### config.mk
export PLATFORM = sky130hd
export DESIGN_NAME = bit_extractor_seq
export DESIGN_NICKNAME = d
export VERILOG_FILES = /design/src/rtl/bit_stego_pkg.sv /design/src/rtl/bit_extractor_seq_lsb_gather.sv /design/src/rtl/bit_extractor_seq.sv
export SDC_FILE = /design/constraint.sdc
export NUM_CORES = 1
export LEC_CHECK = 0
export ABC_AREA = 1
export CELL_PAD_IN_SITES_DETAIL_PLACEMENT = 1
export CELL_PAD_IN_SITES_GLOBAL_PLACEMENT = 2
export CORE_MARGIN = 8
export CORE_UTILIZATION = 24
export CTS_BUF_LIST = sky130_fd_sc_hd__clkbuf_8
export DETAILED_ROUTE_END_ITERATION = 10
export PLACE_DENSITY = 0.92
export RECOVER_POWER = 25
export SLEW_MARGIN = 10
export SYNTH_ARGS = -nofsm -noshare
export SYNTH_HDL_FRONTEND = slang
export SYNTH_SLANG_ARGS = --single-unit
### constraint.sdc
create_clock -name in_clk -period 3.37 [get_ports in_clk]
set_clock_uncertainty 0.05 [all_clocks]
set_input_delay 0.674 -clock in_clk [delete_from_list [all_inputs] [get_ports in_clk]]
set_output_delay 0.674 -clock in_clk [all_outputs]
set_load 0.005 [all_outputs]
### src/rtl/bit_stego_pkg.sv
`default_nettype none
// ============================================================================
// bit_stego_pkg : shared FSM encodings and defaults for the LSB stego blocks
// Revision 1.0
// ============================================================================
package bit_stego_pkg;

  localparam int DEFAULT_BPS        = 16;
  localparam int DEFAULT_FRAME_SIZE = 8;

  typedef enum logic [1:0] {
    s_IDLE    = 2'b00,
    s_EXTRACT = 2'b01,
    s_STOP    = 2'b10
  } state_t;

  function automatic int frames_per_word(input int msg_width, input int frame_size);
    return msg_width / frame_size;
  endfunction

endpackage
`default_nettype wire

### src/rtl/bit_extractor_seq_lsb_gather.sv
`default_nettype none
// ============================================================================
// lsb_gather : picks bit 0 of every BPS-wide sample in a frame
// Revision 1.0
// ============================================================================
module lsb_gather #(
  parameter int BPS        = 16,
  parameter int FRAME_SIZE = 8
) (
  input  logic [FRAME_SIZE*BPS-1:0] i_frame,
  output logic [FRAME_SIZE-1:0]     o_lsbs
);

  for (genvar k = 0; k < FRAME_SIZE; k++) begin : g_lsb
    assign o_lsbs[k] = i_frame[k*BPS];
  end

  // Upper sample bits carry audio only and are deliberately ignored.
  logic unused_upper;
  assign unused_upper = ^i_frame;

endmodule
`default_nettype wire

### src/rtl/bit_extractor_seq.sv
`default_nettype none
// ============================================================================
// bit_extractor_seq : recovers one LSB per sample and packs frames into words
// Optional: BIT_EXTRACTOR_FRAME_CNT_EN adds the out_frame_total counter port
// Revision 1.0
// ============================================================================
module bit_extractor_seq
  import bit_stego_pkg::*;
#(
  parameter int BPS        = DEFAULT_BPS,
  parameter int FRAME_SIZE = DEFAULT_FRAME_SIZE,
  parameter int MSG_WIDTH  = 32
) (
  input  logic                       in_clk,
  input  logic                       in_rst,
  input  logic                       in_enable,
  input  logic [FRAME_SIZE*BPS-1:0]  in_frame,
  input  logic                       in_clear,
  output logic [FRAME_SIZE-1:0]      out_message,
  output logic                       out_ready,
  output logic [MSG_WIDTH-1:0]       out_word,
  output logic                       out_word_valid,
  output logic                       out_busy,
  output logic                       out_overrun
`ifdef BIT_EXTRACTOR_FRAME_CNT_EN
  ,
  output logic [15:0]                out_frame_total
`endif
);

  localparam int FPW   = frames_per_word(MSG_WIDTH, FRAME_SIZE);
  localparam int CNT_W = (FPW > 1) ? $clog2(FPW) : 1;
  localparam logic [CNT_W-1:0] CNT_LAST = CNT_W'(FPW - 1);

  if ((MSG_WIDTH % FRAME_SIZE) != 0) begin : g_chk_msg_width
    $error("MSG_WIDTH must be a multiple of FRAME_SIZE");
  end
  if (BPS < 2) begin : g_chk_bps
    $error("BPS must be at least 2");
  end

  state_t                      state_q,      state_d;
  logic [FRAME_SIZE*BPS-1:0]   frame_q,      frame_d;
  logic [CNT_W-1:0]            cnt_q,        cnt_d;
  logic [MSG_WIDTH-1:0]        acc_q,        acc_d;
  logic [FRAME_SIZE-1:0]       message_q,    message_d;
  logic [MSG_WIDTH-1:0]        word_q,       word_d;
  logic                        ready_q,      ready_d;
  logic                        word_valid_q, word_valid_d;
  logic                        overrun_q,    overrun_d;
  logic [FRAME_SIZE-1:0]       gathered;

  lsb_gather #(
    .BPS        (BPS),
    .FRAME_SIZE (FRAME_SIZE)
  ) u_lsb_gather (
    .i_frame (frame_q),
    .o_lsbs  (gathered)
  );

  always_comb begin
    state_d      = state_q;
    frame_d      = frame_q;
    cnt_d        = cnt_q;
    acc_d        = acc_q;
    message_d    = message_q;
    word_d       = word_q;
    ready_d      = 1'b0;
    word_valid_d = 1'b0;
    overrun_d    = 1'b0;

    case (state_q)
      s_IDLE: begin
        if (in_clear) begin
          cnt_d = '0;
          acc_d = '0;
        end
        if (in_enable) begin
          frame_d = in_frame;
          state_d = s_EXTRACT;
        end
      end
      s_EXTRACT: begin
        overrun_d = in_enable;
        message_d = gathered;
        if (in_clear) begin
          cnt_d = '0;
          acc_d = '0;
        end else begin
          for (int i = 0; i < FPW; i++) begin
            if (cnt_q == CNT_W'(i)) acc_d[i*FRAME_SIZE +: FRAME_SIZE] = gathered;
          end
        end
        state_d = s_STOP;
      end
      s_STOP: begin
        overrun_d = in_enable;
        ready_d   = 1'b1;
        // A clear here drops the in-flight frame from the word being built.
        if (in_clear) begin
          cnt_d = '0;
          acc_d = '0;
        end else if (cnt_q == CNT_LAST) begin
          word_d       = acc_q;
          word_valid_d = 1'b1;
          cnt_d        = '0;
        end else begin
          cnt_d = cnt_q + CNT_W'(1);
        end
        state_d = s_IDLE;
      end
      default: state_d = s_IDLE;
    endcase
  end

  always_ff @(posedge in_clk or posedge in_rst) begin
    if (in_rst) begin
      state_q      <= s_IDLE;
      frame_q      <= '0;
      cnt_q        <= '0;
      acc_q        <= '0;
      message_q    <= '0;
      word_q       <= '0;
      ready_q      <= 1'b0;
      word_valid_q <= 1'b0;
      overrun_q    <= 1'b0;
    end else begin
      state_q      <= state_d;
      frame_q      <= frame_d;
      cnt_q        <= cnt_d;
      acc_q        <= acc_d;
      message_q    <= message_d;
      word_q       <= word_d;
      ready_q      <= ready_d;
      word_valid_q <= word_valid_d;
      overrun_q    <= overrun_d;
    end
  end

  assign out_message    = message_q;
  assign out_ready      = ready_q;
  assign out_word       = word_q;
  assign out_word_valid = word_valid_q;
  assign out_overrun    = overrun_q;
  assign out_busy       = (state_q != s_IDLE);

`ifdef BIT_EXTRACTOR_FRAME_CNT_EN
  logic [15:0] frame_total_q, frame_total_d;

  always_comb begin
    frame_total_d = frame_total_q;
    if (in_clear) begin
      frame_total_d = '0;
    end else if ((state_q == s_STOP) && (frame_total_q != 16'hFFFF)) begin
      frame_total_d = frame_total_q + 16'd1;
    end
  end

  always_ff @(posedge in_clk or posedge in_rst) begin
    if (in_rst) frame_total_q <= '0;
    else        frame_total_q <= frame_total_d;
  end

  assign out_frame_total = frame_total_q;
`endif

endmodule
`default_nettype wire

# After elaboration in Yosys (flattened, before gate mapping)
# Cells that the tools add are included.
# W data, S select, Z words.
# word_totals
word_cells	59
reg_bits	192
in_bits	132
output_inout_bits	44
# op_classes
n_reduce_logical	15
bitwise_logic	1
n_addsub	1
muxes	18
eq_ne	12
# ops
cell	count
$mux W32	2
$pmux W32 S2	1
$mux W8	4
$reduce_and A3 Y1	5
$ne A3 B3 Y1 const B	4
$mux W2	4
$pmux W2 S2	2
$eq A2 B2 Y1 const B	3
$reduce_bool A2 Y1	3
$reduce_or A2 Y1	3
$mux W1	5
$eq A2 B1 Y1 const B	2
$logic_not A2 Y1	2
$ne A2 B1 Y1 const B	2
$reduce_and A2 Y1	2
$add A2 B1 Y2 const B	1
$ne A2 B2 Y1 const B	1
$not A1 Y1	1

# Logic depth before layout (Yosys ltp)
# Gate-level depths: netlist of the first run.
# depth
word_depth	4
mapped_depth	7
mapped_depth_nobuf	7

# Modules after synthesis
# From an unflattened synthesis of the first run, not the netlist that was laid out.
# unflattened
cells_unflattened	637
hier_area_um2	8787.2
# by_module_without_submodules
mod	seq_area_each_um2	area_per_inst_um2	cells_each	n_inst
bit_extractor_seq	5180.0	8727.1	629	1
lsb_gather	0.0	60.1	8	1

# Least setup slack after synthesis of the first run
# OpenSTA, ideal clock, no wires.
# synth_timing
path_kind	reg-to-reg
from	register state_q[0]
to	register acc_q[0]
period_less_slack_ps	1584
required_ps	3201
setup_slack_ps	1786
path_stages_with_launch	7
n_path_buf	0
setup_ps	119
arrival_ps	1415
cell_sequence	dfrtp_1 > inv_1 > ha_1 > o21ai_4 > nand3_4 > nand2_1 > nand2_1
# synth_between
elab_chain_cells	4
word_cells_on_any_way	9
classes_between	eq/ne: 4; mux: 1; reduce/logical: 4
# synth_lines
item	line_no	text
start: declaration	bit_extractor_seq.sv:42	state_t state_q, state_d;
start signal: assignment	bit_extractor_seq.sv:118	state_q <= s_IDLE;
start signal: assignment	bit_extractor_seq.sv:128	state_q <= state_d;
$eq A2 B2 Y1 or $logic_not A2 Y1 (tied branches)	bit_extractor_seq.sv:72	case (state_q)
$reduce_or A2 Y1 (no line)	-	
$ne A2 B1 Y1 (no line) or $reduce_bool A2 Y1 (tied branches)	-	
$reduce_and A3 Y1 (no line)	-	
end signal: assignment	bit_extractor_seq.sv:121	acc_q <= '0;
end signal: assignment	bit_extractor_seq.sv:131	acc_q <= acc_d;
end: declaration	bit_extractor_seq.sv:45	logic [MSG_WIDTH-1:0] acc_q, acc_d;
# Several ways; a longest one is shown, not always the timed one.
# A chain may end at the register's enable or synchronous reset.

# Worst setup path in the final report of the first run
# layout_timing
from	register state_q[0]
to	output port out_busy
# layout_between
elab_chain_cells	1
# layout_lines
item	line_no	text
$reduce_bool A2 Y1	bit_extractor_seq.sv:145	assign out_busy = (state_q != s_IDLE);
end: declaration	bit_extractor_seq.sv:23	output logic out_busy,
# No other way between the ends.

==> impl_metrics.env, run 1 <==
export IMPL_start_util_pct=24.30
export IMPL_cts_resized_gates=0
export IMPL_post_route_drc_count=0
export IMPL_yosys_top_cells_area="dfrtp_1, nand2_1, nand4_1"
export IMPL_chipHeight_um=139.6
export IMPL_die_area_um2=19490
export IMPL_cp_end_kind="primary output"
export IMPL_drt_iter0_markers=96
export IMPL_grtUsageTotal_pct=10.24
export IMPL_final_max_slew_viol_count=0
export IMPL_cts_path_max_buffers=2
export IMPL_ys_seq_area_share_pct=59.39
export IMPL_crit_start="state_q[0]"
export IMPL_intPower_mw=2.115
export IMPL_hold_class="flop to flop"
export IMPL_antenna_found_initial=0
export IMPL_diodes=0
export IMPL_synth_adder_area_share_pct=3.413
export IMPL_ant_nets=0
export IMPL_status="complete, no violations"
export IMPL_cp_required_ns=2.65
export IMPL_fin_crit_sh_pct=75.06
export IMPL_worst_pin_slew_ns=1.092
export IMPL_routed_via_count=2724
export IMPL_dr_pass1_iters=4
export IMPL_clkTransAtPathRegs_ns=0.08
export IMPL_first_global_vias=3106
export IMPL_io_pins=176
export IMPL_cts_made_buffers=9
export IMPL_synth_xor_area_share_pct=0
export IMPL_p_switching_mw=1.148
export IMPL_synth_area_um2=3666
export IMPL_yosys_area_top_type_share_pct=59.39
export IMPL_setup_viol=0
export IMPL_core_area_um2=15090
export IMPL_num_rows=45
export IMPL_cts_max_level=3
export IMPL_fin_setup_tns_ns=0
export IMPL_sw_frac_of_total_pct=35.19
export IMPL_avgSynthCellArea_um2=9.750
export IMPL_combPwrFrac_pct=31.0
export IMPL_share_clk_of_total_power_pct=21.7
export IMPL_die_w_um=139.6
export IMPL_max_freq_ghz=0.3953
export IMPL_synth_top_cell_by_area="dfrtp_1"
export IMPL_hpwlAfterDp_mm=6.714
export IMPL_viasPerCell=4.365
export IMPL_ys_types=18
export IMPL_cp_max_fo=5
export IMPL_worst_skew_pair_late_latency_ns=0.36
export IMPL_reg2reg_from="state_q[0]"
export IMPL_synth_compound_area_share_pct=1.126
export IMPL_fin_crit_ns=2.529
export IMPL_gp_congestion=0.7351
export IMPL_finalNetCount=573
export IMPL_maxCapViolCount=0
export IMPL_slew_headroom_pct=27.20
export IMPL_grt_max_degree=45
export IMPL_rsz0062_at_grt="false"
export IMPL_hold_viol=0
export IMPL_placed_area_um2=4387
export IMPL_ys_seq_elements=87
export IMPL_syn_nets=518
export IMPL_routedWlPerCell_um=14.91
export IMPL_cts_hold_buf=0
export IMPL_min_delay_start="acc_q[0]"
export IMPL_stdcell_area_um2=4573
export IMPL_grt_ovfl_total=0
export IMPL_synthMuxAreaShare_pct=4.915
export IMPL_criticalPathCategory="flop to primary output"
export IMPL_synth_cells=376
export IMPL_max_vdd_ir_drop_uv=309.9
export IMPL_seq_power_share_pct=47.3
export IMPL_power_density_nw_per_um2=713.7
export IMPL_grt_pass1_wl_mm=16.10
export IMPL_drive_gt1_share_pct=8.028
export IMPL_syn_to_final_growth_pct=24.74
export IMPL_post_cts_setup_buffers=0
export IMPL_fillers=1746
export IMPL_cts_sinks=87
export IMPL_total_leakage_power_nw=2.290
export IMPL_yosys_area_share_simple_pct=27.61
export IMPL_routed_wl_mm=9.304
export IMPL_clockRootBuffer="clkbuf_8"
export IMPL_power_total_mw=3.264
export IMPL_cp_arrival_ns=1.81
export IMPL_start_kind="flop"
export IMPL_yosysWarnings=0
export IMPL_synth_top_family_by_area="simple AND/OR/NAND/NOR gates"
export IMPL_io_buffers=55
export IMPL_cts_tree="built"
per-stage QoR:
stage | hold WS [ns] | cells | worst slack, ns | util [%]
5_1_grt | 0.4596 | 624 | 0.7456 | 30.31
2_1_floorplan | 0.3922 | 376 | 0.3958 | -
6_report | 0.4242 | 624 | 0.8405 | 30.31
4_1_cts | 0.4327 | 624 | 0.7981 | 30.34
3_5_place_dp | 0.4115 | 608 | 0.9063 | 29.07
3_3_place_gp | 0.4164 | 608 | 0.9865 | 29.07
final cells by class:
class                           instances  area (um^2)  share of cell area [%]
Sequential cell                        87         2177                   47.61
Multi-Input combinational cell        264         1359                   29.71
Timing Repair Buffer                   58        568.0                   12.42
Tap cell                              188        235.2                   5.144
Clock buffer                           10        137.6                   3.010
Clock inverter                          6        53.80                   1.176
Inverter                               11        42.54                  0.9302
metal layers:
layer | track usage, % | part of all wire (%)
met1 | 11.69 | 42
met2 | 17.66 | 51
met3 | 3.728 | 6.2
met4 | 2.914 | 1.2
met5 | 0 | 0
critical path: stages (launching register included):
cell and delay (ns):
dfrtp_1 0.43, inv_1 0.12, ha_1 0.28, inv_2 0.10, clkdlybuf4s50_1 0.51
placed cells by master, fill, tap and decap left out, drive strengths merged:
master         instances
nand2                180
dfrtp                 87
clkdlybuf4s50         54
nand4                 32
mux2                  16
inv                   13
nor2                  12
clkbuf                12
ha                    10
nand3                  7
o21ai                  6
clkinvlp               2
or2                    1
clkinv                 1
bufinv                 1
dlygate4sd3            1
buf                    1
power groups by stage:
stage	sequential [mW]	combinational (mW)	clock (mW)
after global placement	1.55	0.974	0
after CTS	1.55	1.03	0.741
after global routing	1.59	1.14	0.779
final	1.54	1.01	0.710
after detailed placement	1.57	1.03	0
after floorplan	1.51	0.695	0
cell usage after synthesis:
master    instances
dfrtp_1          87
ha_1             10
nand3_4           4
nand2_1         180
buf_2             5
nor2_1           12
o21ai_4           1
or2_1             1
buf_6             4
o21ai_0           3
nand4_1          32
mux2_1            8
clkbuf_1          5
inv_1             6
nand3_1           3
inv_2             5
mux2_2            8
o21ai_1           2
worst paths after layout:
check,to,slack [ns],cells after the start
hold reg to reg,out_word[0],0.42,2
setup reg to reg,acc_q[23],1.00,6
min in group asynchronous,frame_q[80],1.11,3
setup / recovery,out_busy,0.84,4
max in group asynchronous,out_word[0],1.49,3
hold / removal,out_word[0],0.42,2
registers in the layout, indices dropped and copies added, names as in the netlist:
signal	cells
out_ready	1
state_q	2
out_message	8
out_word	32
frame_q	8
acc_q	32
out_word_valid	1
out_overrun	1
cnt_q	2
logic make-up after synthesis:
| group | count (synthesis) |
|---|---|
| AND/OR/NAND/NOR | 232 |
| flip-flops | 87 |
| buffers and inverters | 25 |
| multiplexers | 16 |
| adder cells (fa/ha/maj) | 10 |
| AO/OA/AOI/OAI | 6 |
Power figures use the tool's default switching activity.
==> run 2, diff against run 1 <==
==> constraint.sdc (replaced) <==
create_clock -name in_clk -period 2.5 [get_ports in_clk]
set_clock_uncertainty 0.05 [all_clocks]
set_input_delay 0.5 -clock in_clk [delete_from_list [all_inputs] [get_ports in_clk]]
set_output_delay 0.5 -clock in_clk [all_outputs]
set_load 0.005 [all_outputs]
==> impl_metrics.env, run 2 (synthesis gave the netlist of run 1 again) <==
export IMPL_worst_pin_slew_ns=1.209
export IMPL_cp_buffers_inverters=3
export IMPL_grt_ovfl_total=0
export IMPL_fin_setup_tns_ns=0
export IMPL_start_kind="flop"
export IMPL_clkTransAtPathRegs_ns=0.08
export IMPL_cts_tree="built"
export IMPL_power_density_nw_per_um2=972.0
export IMPL_status="complete, no violations"
export IMPL_power_total_mw=4.459
export IMPL_reg2reg_from="state_q[0]"
export IMPL_cp_max_fo=5
export IMPL_crit_chain="inv_1 -> ha_1 -> inv_2 -> clkdlybuf4s50_1"
export IMPL_rr_worst_depth=6
export IMPL_diodes=0
export IMPL_io_pins=176
export IMPL_whs_path_depth=2
export IMPL_finalNetCount=573
export IMPL_grt_pass1_wl_mm=16.42
export IMPL_die_area_um2=19490
export IMPL_hold_class="flop to flop"
export IMPL_max_vdd_ir_drop_uv=528.4
export IMPL_min_delay_start="acc_q[13]"
export IMPL_final_max_slew_viol_count=0
export IMPL_cp_arrival_ns=1.80
export IMPL_cts_made_buffers=9
export IMPL_hold_end="out_word[13]"
export IMPL_num_rows=45
export IMPL_cts_sinks=87
export IMPL_viasPerCell=4.401
export IMPL_slew_headroom_pct=19.41
export IMPL_cp_slowest_cell="clkdlybuf4s50_1"
export IMPL_routedWlPerCell_um=15.22
export IMPL_fin_crit_ns=2.355
export IMPL_post_cts_setup_buffers=0
export IMPL_cts_hold_buf=0
export IMPL_dr_pass1_iters=4
export IMPL_antenna_found_initial=0
export IMPL_rsz0062_at_grt="false"
export IMPL_crit_start="state_q[0]"
export IMPL_critical_path_max_stage_delay_ns=0.51
export IMPL_cp_top_family="buffers and inverters"
export IMPL_io_buffers=55
export IMPL_setup_viol=0
export IMPL_rrSetupSlack_ns=0.24
export IMPL_drive_gt1_share_pct=8.276
export IMPL_hpwlAfterDp_mm=6.608
export IMPL_cts_path_max_buffers=2
export IMPL_clockRootBuffer="clkbuf_8"
export IMPL_final_cell_mix="nand2_1, dfrtp_1, clkdlybuf4s50_1"
export IMPL_gp_congestion=0.7366
export IMPL_utilization_pct=30.40
export IMPL_core_area_um2=15090
export IMPL_worst_skew_pair_late_latency_ns=0.37
export IMPL_ant_nets=0
export IMPL_post_route_drc_count=0
export IMPL_final_common_cell="nand2_1"
export IMPL_hold_viol=0
export IMPL_cts_resized_gates=0
export IMPL_die_w_um=139.6
export IMPL_first_global_vias=3072
export IMPL_cp_end_kind="primary output"
export IMPL_start_util_pct=24.30
export IMPL_maxCapViolCount=0
export IMPL_max_freq_ghz=0.4247
export IMPL_grtUsageTotal_pct=10.54
export IMPL_criticalPathCategory="flop to primary output"
export IMPL_reg2reg_to="acc_q[1]"
export IMPL_fin_crit_sh_pct=94.19
export IMPL_grt_max_degree=88
export IMPL_routed_wl_mm=9.482
export IMPL_total_leakage_power_nw=2.287
export IMPL_cp_required_ns=1.95
export IMPL_routed_via_count=2742
export IMPL_drt_iter0_markers=151
export IMPL_chipHeight_um=139.6
export IMPL_cts_max_level=3
export IMPL_syn_to_final_growth_pct=25.12
==> run 2: power breakdown <==
part	switching, mW	internal, mW	total (mW)
Combinational	0.815	0.561	1.38
Clock	0.491	0.506	0.997
Sequential	0.264	1.82	2.08
==> run 2: layout make-up <==
class                      count  area [um^2]
fill                        1751        10500
sequential                    87         2177
multi-input combinational    264         1359
timing repair buffer          58        573.1
tap                          188        235.2
clock buffer                  11        151.4
clock inverter                 4        46.29
inverter                      11        45.04
==> run 2: worst register-to-register path: stages (launching register included) <==
cell and delay (ns):
dfrtp_1 0.43, inv_1 0.12, ha_1 0.33, o21ai_4 0.75, nand3_4 0.25, nand2_1 0.14
nand2_1 0.07
==> run 2: stage by stage <==
step	area (um^2)	setup WS [ns]	std cells	hold slack [ns]
2_1_floorplan	3670	0.9159	376	0.3922
3_3_place_gp	4402	0.3317	608	0.4151
3_5_place_dp	4402	0.2469	608	0.4164
4_1_cts	4599	0.1024	623	0.4270
5_1_grt	4587	0.005962	623	0.4511
6_report	4587	0.1452	623	0.4268
==> run 2: how the worst max path moves through the flow <==
stage,to,cells after the start,slack (ns)
finish,out_busy,4,0.15
global route,out_busy,4,0.006
CTS,out_busy,4,0.10
detailed placement,acc_q[1],6,0.25
global placement,acc_q[9],6,0.33
floorplan,acc_q[0],6,0.92
==> run 2: metal layers <==
metal	up-vias	GRT usage (%)	wire length, um
li1	1318	-	-
met1	1355	12.10	4070
met2	53	17.41	4631
met3	16	4.720	630
met4	0	3.029	149
met5	-	0	0
==> RTL change (flow settings as in run 2) <==
Add a define of `BIT_EXTRACTOR_FRAME_CNT_EN`.
--- a/src/rtl/bit_extractor_seq.sv
+++ b/src/rtl/bit_extractor_seq.sv
@@ -6,2 +6,4 @@
 // ============================================================================
+`define BIT_EXTRACTOR_FRAME_CNT_EN
+
 module bit_extractor_seq
Check against the original RTL (old outputs only; new: out_frame_total): no difference found for any inputs over 10 cycles, from zero or initial values and one cycle with in_rst high; that may be too few to reach the edited logic, so the function may still have changed.
==> RTL change against run 2 <==
- sequential share of layout area is 2.2 points lower
- core utilization is 0.33 points higher
- routed wire length is 23% higher
- area after synthesis is 22% higher
- via count is 23% higher
- sequential cell count is 16 higher
- synthesized cell count is 30% higher
- power is 12% higher
- setup slack better by 0.039 ns
- cell area is 24% higher
- largest power group unchanged
- highest routed layer unchanged
==> RTL change: results (changes against run 2) <==
The area used by multi-input combinational logic came out at 1570 µm² (+16%). The share of the yosys chip area belonging to registers came out at 57.6% (-1.8 points). The floorplan row count is 50 (+11%). The final hold slack came out at 0.445 ns (+0.0182 ns).

The final cell count without fillers came out at 812 (+30%). The number of flip-flops and latches is 103 (+18%). The total track usage came out at 10.6% (+0.089 points). The fraction of power spent switching nets was 36.6% (+1.3 points).

By count the netlist is led by sky130_fd_sc_hd__nand2_1, sky130_fd_sc_hd__dfrtp_1, sky130_fd_sc_hd__inv_1. The wire length of the first global-routing pass is 19700 µm (+20%). The reg-to-reg critical path endpoint is out_word[17]$_DFFE_PP0P_. The leakage power total is 2.59 nW (+13%). The flow ran to the end, and the final reports show no timing, DRC or antenna violations. The global-route track usage on met1 came out at 13.0% (+0.94 points). The final critical-path required period came out at 2.32 ns (-0.0387 ns). The total half-perimeter wirelength after legalization and detailed placement came out at 8480 µm (+28%).

The met3 usage is 2.81% (-1.9 points). The slew at the pin closest to its max-slew limit came out at 0.967 ns (-0.242 ns). The sequential fraction of design power came out at 46.2% (-0.6 points). The fraction of layout instances using a drive strength above 1 was 11.1% (+2.8 points).

The routing usage on met2 came out at 17.2% (-0.17 points). The final design instance area without fill came out at 5690 µm² (+24%). The synthesized net count came to 630 (+22%). The multi-input gate count is 311 (+18%). The multiplexer share of the synthesized area came out at 3.02% (-1.9 points). The share of cell area taken by flip-flops and latches came out at 45.3% (-2.2 points). The peak supply drop is 0.000364 V (-31%).

The total met2 wirelength after detailed routing is 5410 µm (+17%). The final-layout non-clock buffer area share is 14.7% (+2.2 points). The cell count of the worst reg-to-reg path came out at 9 (+3). The clock network contribution to total cell area is 3.14% (-1.2 points). The synthesized-area fraction occupied by ao, oa, aoi and oai cells came to 9.45% (+8.3 points).

In this run the worst setup path begins at state_q[1]$_DFFE_PP0P_. The number of inserted filler cells in the final layout is 2185 (+25%). The power drawn by the sequential cells came out at 2.30 mW (+11%).

The total number of nets in the final design came to 714 (+25%). The number of non-clock buffers in the layout is 86 (+48%). The portion of total power attributed to combinational logic is 33.3% (+2.4 points). The register clock-pin slew on the reported worst setup and hold paths came out at 0.11 ns (+0.03 ns). Yosys attributes the largest share of cell area to sky130_fd_sc_hd__dfrtp_1, sky130_fd_sc_hd__nand2_1, sky130_fd_sc_hd__inv_1.

The worst slack at placement came out at 0.0752 ns (-0.172 ns). The maximum number of pins on one net before global-route repair came out at 65 (-26%). The count of clock buffers in the final design came out at 9 (-2). The slack of the worst reg-to-reg path is 0.40 ns (+0.16 ns).
## RTL change: cell types whose count changed in the layout (fill, tap and decap cells not counted), moves of 8 or more
cell and change:
sky130_fd_sc_hd__nand2_1 -39, sky130_fd_sc_hd__nor2_1 +20, sky130_fd_sc_hd__buf_4 +11, sky130_fd_sc_hd__o21ai_1 +30, sky130_fd_sc_hd__dfrtp_1 +16, sky130_fd_sc_hd__inv_1 +49, sky130_fd_sc_hd__mux2_1 -8, sky130_fd_sc_hd__nand4_1 -23
sky130_fd_sc_hd__o21ai_0 +35, sky130_fd_sc_hd__clkdlybuf4s50_1 +16, sky130_fd_sc_hd__a21oi_1 +8
## RTL change: logic make-up (layout without fill, tap and decap cells)
| family | count (synthesis) | after routing |
|---|---|---|
| AO/OA/AOI/OAI | 81 | 81 |
| multiplexers | 12 | 12 |
| adder cells (fa/ha/maj) | 9 | 9 |
| buffers and inverters | 75 | 164 |
| flip-flops | 103 | 103 |
| XOR/XNOR | 5 | 5 |
| AND/OR/NAND/NOR | 204 | 204 |
